===== config.mk =====
export PLATFORM = sky130hd
export DESIGN_NAME = nova_trace_flat
export DESIGN_NICKNAME = d
export VERILOG_FILES = /design/src/rtl/nova_trace_if.sv /design/src/rtl/nova_trace.sv /design/src/flat_wrapper.sv
export SDC_FILE = /design/constraint.sdc
export NUM_CORES = 2
export LEC_CHECK = 0
export BUFFER_PORTS_ARGS = -buffer_cell sky130_fd_sc_hd__buf_4
export CAP_MARGIN = 20
export CORE_MARGIN = 1.5
export CORE_UTILIZATION = 35
export DETAILED_ROUTE_END_ITERATION = 8
export SYNTH_ARGS = -nofsm -noshare
export SYNTH_HDL_FRONTEND = slang
export SYNTH_SLANG_ARGS = --single-unit

===== constraint.sdc =====
create_clock -name clk -period 13.1 [get_ports clk]
set_input_delay 0.655 -clock clk [delete_from_list [all_inputs] [get_ports clk]]
set_output_delay 0.655 -clock clk [all_outputs]
set_load 0.02 [all_outputs]

===== src/rtl/nova_trace_if.sv =====
// Bus bundle for the Nova instruction trace recorder: capture/control inputs and readback/status outputs.
interface nova_trace_if #(
  parameter int DEPTH_LOG2 = 6,
  parameter int PC_WIDTH   = 15,
  parameter int INST_WIDTH = 16
);
  logic                           oe;
  logic [INST_WIDTH-1:0]          inst;
  logic [PC_WIDTH-1:0]            pc;
  logic                           arm;
  logic                           stop;
  logic [1:0]                     filter;
  logic                           trig_en;
  logic [PC_WIDTH-1:0]            trig_pc;
  logic [DEPTH_LOG2-1:0]          post_cnt;
  logic                           rd_en;
  logic [DEPTH_LOG2-1:0]          rd_idx;
  logic [PC_WIDTH+INST_WIDTH-1:0] rd_data;
  logic                           rd_valid;
  logic [1:0]                     state;
  logic [DEPTH_LOG2:0]            count;
  logic                           triggered;
  logic                           done;

  modport master (
    output oe, inst, pc, arm, stop, filter, trig_en, trig_pc, post_cnt, rd_en, rd_idx,
    input  rd_data, rd_valid, state, count, triggered, done
  );

  modport slave (
    input  oe, inst, pc, arm, stop, filter, trig_en, trig_pc, post_cnt, rd_en, rd_idx,
    output rd_data, rd_valid, state, count, triggered, done
  );
endinterface


===== src/rtl/nova_trace.sv =====
// Circular {pc, inst} trace buffer with class filter, PC-match trigger plus post-trigger
// count, and indexed readback (index 0 = oldest valid entry) once capture has stopped.
module nova_trace #(
  parameter int DEPTH_LOG2 = 6,
  parameter int PC_WIDTH   = 15,
  parameter int INST_WIDTH = 16
) (
  input logic          clk,
  input logic          rst,
  nova_trace_if.slave  bus
);

  localparam int DW = PC_WIDTH + INST_WIDTH;
  localparam logic [DEPTH_LOG2:0]   DEPTH_C = {1'b1, {DEPTH_LOG2{1'b0}}};
  localparam logic [DEPTH_LOG2:0]   CNT_ONE = {{DEPTH_LOG2{1'b0}}, 1'b1};
  localparam logic [DEPTH_LOG2-1:0] PTR_ONE = {{(DEPTH_LOG2-1){1'b0}}, 1'b1};

  typedef enum logic [1:0] {
    S_IDLE    = 2'b00,
    S_CAPTURE = 2'b01,
    S_POST    = 2'b10,
    S_DONE    = 2'b11
  } state_t;

  state_t                r_state, w_state_nxt;
  logic [DEPTH_LOG2-1:0] r_wr_ptr;
  logic [DEPTH_LOG2:0]   r_count;
  logic [DEPTH_LOG2-1:0] r_remaining;
  logic                  r_triggered;
  logic                  r_rd_valid;
  logic [DW-1:0]         r_rd_data;
  logic [DW-1:0]         r_mem [1<<DEPTH_LOG2];

  logic                  w_filt_hit, w_qual, w_pc_hit, w_trig_hit;
  logic                  w_active, w_wr, w_dec_rem;
  logic [DEPTH_LOG2-1:0] w_base, w_raddr;
  logic                  w_rd_ok;

  // Class decode; instruction bit 0 is the MSB, so bits 0..2 are inst[15:13].
  always_comb begin
    w_filt_hit = 1'b0;
    case (bus.filter)
      2'b00: w_filt_hit = 1'b1;
      2'b01: w_filt_hit = (bus.inst[INST_WIDTH-1 -: 3] == 3'b000);
      2'b10: w_filt_hit = (bus.inst[INST_WIDTH-1 -: 3] == 3'b011);
      default: w_filt_hit = bus.inst[INST_WIDTH-1] & (bus.inst[2:0] != 3'b000);
    endcase
  end

  assign w_qual     = bus.oe & w_filt_hit;
  assign w_pc_hit   = bus.trig_en & bus.oe & (bus.pc == bus.trig_pc);
  assign w_active   = (r_state == S_CAPTURE) || (r_state == S_POST);
  assign w_trig_hit = ~bus.arm & (r_state == S_CAPTURE) & w_pc_hit;

  // State register
  always_ff @(posedge clk) begin
    if (rst) r_state <= S_IDLE;
    else     r_state <= w_state_nxt;
  end

  // Next-state logic; stop wins over the trigger's POST transition
  always_comb begin
    w_state_nxt = r_state;
    if (bus.arm) begin
      w_state_nxt = S_CAPTURE;
    end else begin
      case (r_state)
        S_CAPTURE: begin
          if (bus.stop)      w_state_nxt = S_DONE;
          else if (w_pc_hit) w_state_nxt = (bus.post_cnt == '0) ? S_DONE : S_POST;
        end
        S_POST: begin
          if (bus.stop)                                 w_state_nxt = S_DONE;
          else if (w_qual && (r_remaining == PTR_ONE))  w_state_nxt = S_DONE;
        end
        default: w_state_nxt = r_state;
      endcase
    end
  end

  // Output decode: the trigger entry is stored even if the filter rejects it
  always_comb begin
    w_wr      = ~bus.arm & w_active & (w_qual | w_trig_hit);
    w_dec_rem = ~bus.arm & (r_state == S_POST) & w_qual;
  end

  always_ff @(posedge clk) begin
    if (rst) begin
      r_wr_ptr    <= '0;
      r_count     <= '0;
      r_remaining <= '0;
      r_triggered <= 1'b0;
    end else if (bus.arm) begin
      r_wr_ptr    <= '0;
      r_count     <= '0;
      r_remaining <= '0;
      r_triggered <= 1'b0;
    end else begin
      if (w_wr) begin
        r_wr_ptr <= r_wr_ptr + PTR_ONE;
        if (r_count != DEPTH_C) r_count <= r_count + CNT_ONE;
      end
      if (w_trig_hit) begin
        r_triggered <= 1'b1;
        r_remaining <= bus.post_cnt;
      end else if (w_dec_rem) begin
        r_remaining <= r_remaining - PTR_ONE;
      end
    end
  end

  always_ff @(posedge clk) begin
    if (w_wr) r_mem[r_wr_ptr] <= {bus.pc, bus.inst};
  end

  // Once the buffer has wrapped, the oldest entry sits at the write pointer
  assign w_base  = (r_count == DEPTH_C) ? r_wr_ptr : '0;
  assign w_raddr = w_base + bus.rd_idx;
  assign w_rd_ok = bus.rd_en & ~w_active & ({1'b0, bus.rd_idx} < r_count);

  always_ff @(posedge clk) begin
    if (rst) begin
      r_rd_valid <= 1'b0;
      r_rd_data  <= '0;
    end else begin
      r_rd_valid <= w_rd_ok;
      r_rd_data  <= w_rd_ok ? r_mem[w_raddr] : '0;
    end
  end

  assign bus.rd_data   = r_rd_data;
  assign bus.rd_valid  = r_rd_valid;
  assign bus.state     = r_state;
  assign bus.count     = r_count;
  assign bus.triggered = r_triggered;
  assign bus.done      = (r_state == S_DONE);

endmodule

===== src/flat_wrapper.sv =====
// flat-port wrapper written by rule: the top's interface ports become plain ports
module nova_trace_flat 
#(
  parameter int DEPTH_LOG2 = 6,
  parameter int PC_WIDTH   = 15,
  parameter int INST_WIDTH = 16
)
  (clk, rst, bus_oe, bus_inst, bus_pc, bus_arm, bus_stop, bus_filter, bus_trig_en, bus_trig_pc, bus_post_cnt, bus_rd_en, bus_rd_idx, bus_rd_data, bus_rd_valid, bus_state, bus_count, bus_triggered, bus_done);
  nova_trace_if #(.DEPTH_LOG2(DEPTH_LOG2), .PC_WIDTH(PC_WIDTH), .INST_WIDTH(INST_WIDTH)) bus_i ();
  input logic clk;
  input logic rst;
  input wire logic [$bits(bus_i.oe)-1:0] bus_oe;
  input wire logic [$bits(bus_i.inst)-1:0] bus_inst;
  input wire logic [$bits(bus_i.pc)-1:0] bus_pc;
  input wire logic [$bits(bus_i.arm)-1:0] bus_arm;
  input wire logic [$bits(bus_i.stop)-1:0] bus_stop;
  input wire logic [$bits(bus_i.filter)-1:0] bus_filter;
  input wire logic [$bits(bus_i.trig_en)-1:0] bus_trig_en;
  input wire logic [$bits(bus_i.trig_pc)-1:0] bus_trig_pc;
  input wire logic [$bits(bus_i.post_cnt)-1:0] bus_post_cnt;
  input wire logic [$bits(bus_i.rd_en)-1:0] bus_rd_en;
  input wire logic [$bits(bus_i.rd_idx)-1:0] bus_rd_idx;
  output wire logic [$bits(bus_i.rd_data)-1:0] bus_rd_data;
  output wire logic [$bits(bus_i.rd_valid)-1:0] bus_rd_valid;
  output wire logic [$bits(bus_i.state)-1:0] bus_state;
  output wire logic [$bits(bus_i.count)-1:0] bus_count;
  output wire logic [$bits(bus_i.triggered)-1:0] bus_triggered;
  output wire logic [$bits(bus_i.done)-1:0] bus_done;
  assign bus_i.oe = bus_oe;
  assign bus_i.inst = bus_inst;
  assign bus_i.pc = bus_pc;
  assign bus_i.arm = bus_arm;
  assign bus_i.stop = bus_stop;
  assign bus_i.filter = bus_filter;
  assign bus_i.trig_en = bus_trig_en;
  assign bus_i.trig_pc = bus_trig_pc;
  assign bus_i.post_cnt = bus_post_cnt;
  assign bus_i.rd_en = bus_rd_en;
  assign bus_i.rd_idx = bus_rd_idx;
  assign bus_rd_data = bus_i.rd_data;
  assign bus_rd_valid = bus_i.rd_valid;
  assign bus_state = bus_i.state;
  assign bus_count = bus_i.count;
  assign bus_triggered = bus_i.triggered;
  assign bus_done = bus_i.done;
  nova_trace #(.DEPTH_LOG2(DEPTH_LOG2), .PC_WIDTH(PC_WIDTH), .INST_WIDTH(INST_WIDTH)) u_core (.clk(clk), .rst(rst), .bus(bus_i));
endmodule

[Yosys cells after proc, flatten, opt, wreduce, memory -nomap -nowiden]
Memories as Yosys holds them, arrays and structs flattened. A register that Yosys moved wholly into a read port is not among the register bits.
Cells that the tools add are included.
Word-level totals
  input bits: 67
  memories kept: 1
  bits in writable memories: 1984
  output and inout bits: 43
  logic and storage cells: 70
  register bits after elaboration: 23
Operators by class
  equality and inequality tests: 14
  reductions and logical operators: 14
  bitwise operators: 16
  order comparisons: 1
  $add $sub $neg: 4
  mux-type cells: 13
Memory list
  u_core.r_mem: depth 64, bits a word 31, read ports 1, clocked after Yosys merged registers in 1, wr ports 1, RTL line nova_trace.sv:32  | logic [DW-1:0] r_mem [1<<DEPTH_LOG2];
Operators with widths (number)
  2-to-1 mux 6 bit: 3
  equality test 15 bit: 1
  bitwise AND 1 bit: 12
  2-to-1 mux 2 bit: 4
  adder 7 x 1 -> 7 bit (second input constant): 1
  equality test 7 bit (second input constant): 1
  < comparator 6 x 7 -> 1 bit: 1
  inequality test 7 bit (second input constant): 1
  adder 6 x 1 -> 6 bit (second input constant): 1
  adder 6 bit: 1
  equality test 2 bit (second input constant): 3
  equality test 6 x 1 -> 1 bit (second input constant): 1
  zero test 6 bit: 1
  AND reduction 3 bit: 2
  nonzero test 3 bit: 2
  subtractor 6 x 1 -> 6 bit (second input constant): 1
  equality test 2 x 1 -> 1 bit (second input constant): 2
  2-to-1 mux 1 bit: 4
  inequality test 4 x 3 -> 1 bit (second input constant): 1
  inequality test 4 bit (second input constant): 1
  one-hot mux 2 bit (2 select lines): 1
  nonzero test 2 bit: 2
  OR reduction 2 bit: 2
  equality test 3 x 2 -> 1 bit (second input constant): 1
  other kinds (10): 12

[Logic depth before layout (Yosys ltp)]
  word-level depth: 9
  depth in mapped cells: 17
  depth with buffers taken out: 14

[Worst setup path after synthesis]
Ideal clock, no wire load.
  path kind: reg2reg
  from: register u_core.r_count[0] (netlist: u_core.bus.count[0])
  to: register u_core.r_rd_data[0] (netlist: u_core.bus.rd_data[0]), read port of u_core.r_mem
  data required time: 12.966 ns
  data arrival time: 4.100 ns
  cell stages (with the launch flop): 17
  setup time: 0.134 ns
  path buffers: 2
  setup slack: 8.865 ns
  clock period less this slack: 4.235 ns
  cells stage by stage: dfxtp_1 > inv_1 > ha_1 > or4b_2 > nor3_4 > and2_1 > ha_1 > inv_1 > fa_1 > xnor2_1 > buf_2 > buf_2 > mux4_2 > mux2i_1 > nor2_1 > a211oi_1 > o32ai_1
On the way
  cells in the longest elaborated chain, start to end: 4
  elaborated cells between the ends (all ways): 7
  classes of those cells: 1 x add/sub; 1 x order compare; 1 x eq/ne; 1 x mux; 2 x bitwise; 1 x reduce/logical
RTL lines
  start: declaration: RTL line nova_trace.sv:27  | logic [DEPTH_LOG2:0] r_count;
  start signal: assignment: RTL line nova_trace.sv:101  | if (r_count != DEPTH_C) r_count <= r_count + CNT_ONE;
  parallel branches: the longest is 4 deep, another holds adder 6 bit
  end: declaration: RTL line nova_trace.sv:31  | logic [DW-1:0] r_rd_data;
Several ways; the timed one is not identified.
A chain may end at the register's enable or synchronous reset.

[Worst setup path in the final report]
  from: register u_core.r_count[0] (netlist: u_core.bus.count[0])
  to: register u_core.r_rd_data[25] (netlist: u_core.bus.rd_data[25]), read port of u_core.r_mem
Same word-level chain as after synthesis.

==> run_results.csv <==
group,metric,value,unit
run_status,status,"complete, no violations",
critical_path,worst_path_max_delay_cell,"sky130_fd_sc_hd__buf_4",
pwr,pwr-share-clk,0.412,
global_route,grt-ovfl-total,0,
route,drc,0,
pwr,internal_power,10500,uW
worst_hold_path,worst_hold_path.num_cells,4,
route,route.detailed.wl_per_inst,29.1,um
logic_synthesis,post_synth.cell_area_avg,19.5,um2
die,design.portCount,110,
logic_synthesis,yosys_register_bits,2038,
die,floorplan.initialDensity,0.352,
place,place_congestion,0.777,
place,quantity_of_i_o_buffers_inserted_on_ports,109,
clock_network,ctsResizeCount,0,
sta,grt_setup_unrepaired,"false",
sta,finalHoldViolCount,0,
critical_path,cp-endpoint,"u_core.bus.rd_data[25]",
logic_synthesis,syn_inst,4054,
logic_synthesis,synthesis.area,0.0791,mm2
sta,fmax,0.141,GHz
critical_path,worstSetupPathType,"flip-flop to flip-flop",
final_layout,final_layout_size_suffix_gt1_frac,0.191,
die,chipWidth,478,um
global_route,grt_start_max_net_pins,126,
pwr,p_sw,2840,uW
critical_path,setup.reg_to_reg.worst_slack,6.00,ns
global_route,grt_util_all_layers,0.185,
critical_path,timing.critical_path.from_type,"flip-flop",
pwr,power_frac_comb,0.049,
clock_network,cts.sink_count,2038,
route,num_vias,40700,
route,drt.antenna.violating_nets,0,
logic_synthesis,synth_top_cell_area_share,0.753,
sta,final.setup_skew,0.0370,ns
logic_synthesis,async_flop_share,0,
final_layout,final.fill_count,19900,
clock_network,cts-htree-levels,4,
sta,layout_worst_path_cycle_share,0.542,
logic_synthesis,synthDistinctLibCells,57,
clock_network,post-cts-setup-buffers,0,
final_layout,flow.area_growth_from_synthesis,14.4,%
sta,totalNegativeSetupSlack,0,ns
pwr,seq_power_share,0.538,
sta,fin_ws,6.00,ns
logic_synthesis,yosysSeqAreaShare,0.767,
place,place_ws,6.08,ns
sta,report.final.setup_viol,0,
global_route,antenna_found_initial,11,
logic_synthesis,synth_largest_area_cell,"sky130_fd_sc_hd__edfxtp_1",
sta,finalMaxSlewViolations,0,
pwr,p_leak,0.0293,uW
global_route,first_global_vias,40600,
logic_synthesis,dominantRegCellSynth,"sky130_fd_sc_hd__edfxtp_1",
critical_path,cp_data_required_time,13.75,ns
critical_path,delay_of_the_slowest_critical_path_stage,0.92,ns
critical_path,cp.arrival,7.74,ns
critical_path,worst-r2r-cell-count,16,
global_route,grt_pass1_wl,303000,um
die,design.die.area,0.229,mm2
clock_network,ctsHoldBuffers,0,
critical_path,critPathCaptureType,"flip-flop",
clock_network,cts_inserted_buffers,191,
die,design.core.area,0.225,mm2
critical_path,maximum_fanout_count_along_the_critical_path,118,
clock_network,cts_clock_pin_slew_for_the_worst_setup_and_hold_paths,0.07,ns
route,route.detailed.vias_per_inst,5.51,
route,wl,215000,um
worst_hold_path,worst_hold_path_type,"input pin to flip-flop",
place,dp_hpwl,118000,um
route,drt_pre_antenna_iters,8,
logic_synthesis,synth_enable_flop_cells,1984,
critical_path,worst_setup_startpoint,"u_core.bus.count[0]",
clock_network,source_to_sink_clock_delay_at_the_later_pin_of_the_worst_skew_pair,0.84,ns
logic_synthesis,synth_top_cells_by_area,"sky130_fd_sc_hd__edfxtp_1, sky130_fd_sc_hd__mux4_2, sky130_fd_sc_hd__mux2i_1, sky130_fd_sc_hd__a22oi_1, sky130_fd_sc_hd__dfxtp_1",
clock_network,tritoncts,"built",
sta,worstMarginPinSlew,1.17,ns
critical_path,timing.rr.start,"u_core.bus.count[0]",
clock_network,cts_buffer_depth,3,
sta,max_slew_margin,0.215,
pwr,switching_share,0.214,
critical_path,rr_endpoint,"u_core.bus.rd_data[25]",
pwr,power.density_cell_area,147,mW/mm2
critical_path,path_cells,"inv_1 > ha_1 > or4b_2 > nor3_4 > and2_1 > ha_4 > inv_1 > fa_4 > buf_12 > buf_12 > buf_4 > mux2i_1 > a22oi_1 > and3_1 > o311ai_0 > o32ai_1",
die,row_count,174,
die,die_h,478,um
pwr,ir_drop,0.126,mV
sta,final_period_minus_worst_setup_slack,7.10,ns
route,drt_iter0_markers,4352,
final_layout,layout.nets,4322,
logic_synthesis,ys.warnings.count,0,
logic_synthesis,synth.net_count,4140,
clock_network,root_buffer,"sky130_fd_sc_hd__clkbuf_16",
flow_run,cap_violations,0,
-- power by group through the flow --
stage	Combinational (uW)	Sequential [uW]	Clock [uW]
CTS	661	7160	5570
global route	698	7160	5800
finish	656	7160	5490
floorplan	344	7300	0
global placement	650	7300	0
detailed placement	659	7300	0
-- cell usage after synthesis, types with 41 or more instances --
library cell	count
sky130_fd_sc_hd__dfxtp_1	54
sky130_fd_sc_hd__mux2i_1	549
sky130_fd_sc_hd__buf_2	70
sky130_fd_sc_hd__a22oi_1	155
sky130_fd_sc_hd__a211oi_1	63
sky130_fd_sc_hd__nor2_1	257
sky130_fd_sc_hd__mux4_2	252
sky130_fd_sc_hd__a221oi_1	61
sky130_fd_sc_hd__and3_1	59
sky130_fd_sc_hd__nand3_1	41
sky130_fd_sc_hd__clkbuf_1	142
sky130_fd_sc_hd__edfxtp_1	1984
-- kinds of logic (layout without fill, tap and decap cells) --
kind of cell    after synthesis  count (layout)  synth area share
flops                      2038            2038             0.767
mux                         803             803             0.142
compound gates              457             457            0.0452
simple gates                450             450            0.0264
buf+inv                     260             600            0.0137
xor+xnor                     27              27           0.00316
fa+ha+maj                    19              19           0.00310
other cells                   0               8                 0
-- worst max-delay path, delay by kind of cell, from the launching register on --
family	cells	cell delay, ns
flops	1	0.35
buf+inv	5	2.18
compound gates	3	1.26
mux	1	0.27
fa+ha+maj	3	1.10
simple gates	4	1.32
-- worst min path at each step --
stage,startpoint,end,slack [ns]
finish,rst,u_core.bus.state[0],0.10
global route,bus_post_cnt[1],u_core.r_remaining[1],0.12
CTS,rst,u_core.bus.state[0],0.04
detailed placement,u_core.bus.triggered,u_core.bus.triggered,0.44
global placement,u_core.bus.triggered,u_core.bus.triggered,0.44
floorplan,u_core.bus.triggered,u_core.bus.triggered,0.52
-- cell usage in the layout, fill, tap and decap left out, types with 20 or more instances in the layout --
cell type,count
sky130_fd_sc_hd__edfxtp_1,1984
sky130_fd_sc_hd__mux2i_1,549
sky130_fd_sc_hd__mux4_2,252
sky130_fd_sc_hd__buf_4,224
sky130_fd_sc_hd__clkbuf_16,195
sky130_fd_sc_hd__nor2_1,192
sky130_fd_sc_hd__a22oi_1,155
sky130_fd_sc_hd__nor2_4,66
sky130_fd_sc_hd__a211oi_1,63
sky130_fd_sc_hd__a221oi_1,61
sky130_fd_sc_hd__and3_1,59
sky130_fd_sc_hd__dfxtp_1,54
sky130_fd_sc_hd__clkbuf_1,43
sky130_fd_sc_hd__nand3_1,41
sky130_fd_sc_hd__clkinv_1,41
sky130_fd_sc_hd__o211ai_1,31
sky130_fd_sc_hd__o32ai_1,31
sky130_fd_sc_hd__o311ai_0,30
sky130_fd_sc_hd__a221o_1,29
sky130_fd_sc_hd__nand2_1,28
sky130_fd_sc_hd__clkinv_2,28
sky130_fd_sc_hd__a21oi_1,20
-- state kept, by name (all words and copies together), names as in the netlist --
| name | flops |
|---|---|
| u_core.bus.rd_valid | 1 |
| u_core.bus.triggered | 1 |
| u_core.bus.count | 7 |
| u_core.r_mem | 1984 |
| u_core.r_remaining | 6 |
| u_core.bus.rd_data | 31 |
| u_core.r_wr_ptr | 6 |
| u_core.bus.state | 2 |
-- through the flow --
step	instance area (um2)	util	instances	power, uW	hold WS (ns)
6_report	90500	0.403	7394	13300	0.104
5_1_grt	90400	0.403	7387	13700	0.123
4_1_cts	90400	0.403	7385	13400	0.0432
3_5_place_dp	84300	0.375	7034	7960	0.441
3_3_place_gp	84200	0.375	7032	7950	0.442
2_1_floorplan	79100	-	4054	7640	0.522
-- metal layers --
| metal | GRT usage | share of wire | vias to the layer above |
|---|---|---|---|
| met2 | 0.300 | 0.48 | 1644 |
| met1 | 0.244 | 0.40 | 21700 |
| met3 | 0.0414 | 0.080 | 330 |
| li1 | - | - | 17100 |
| met4 | 0.0628 | 0.032 | 4 |
| met5 | 0 | 0.00014 | - |
-- area by class of cell --
| cell class | count | area (um2) | area share |
|---|---|---|---|
| diodes | 8 | 20.0 | 0.000221 |
| clock buffers | 249 | 5190 | 0.0574 |
| clock inverters | 102 | 967 | 0.0107 |
| inverters | 15 | 56.3 | 0.000622 |
| multi-input cells | 1756 | 18000 | 0.199 |
| flip-flops and latches | 2038 | 60700 | 0.671 |
| well taps | 2992 | 3740 | 0.0414 |
| repair buffers | 234 | 1860 | 0.0206 |
Power figures use the tool's default switching activity.
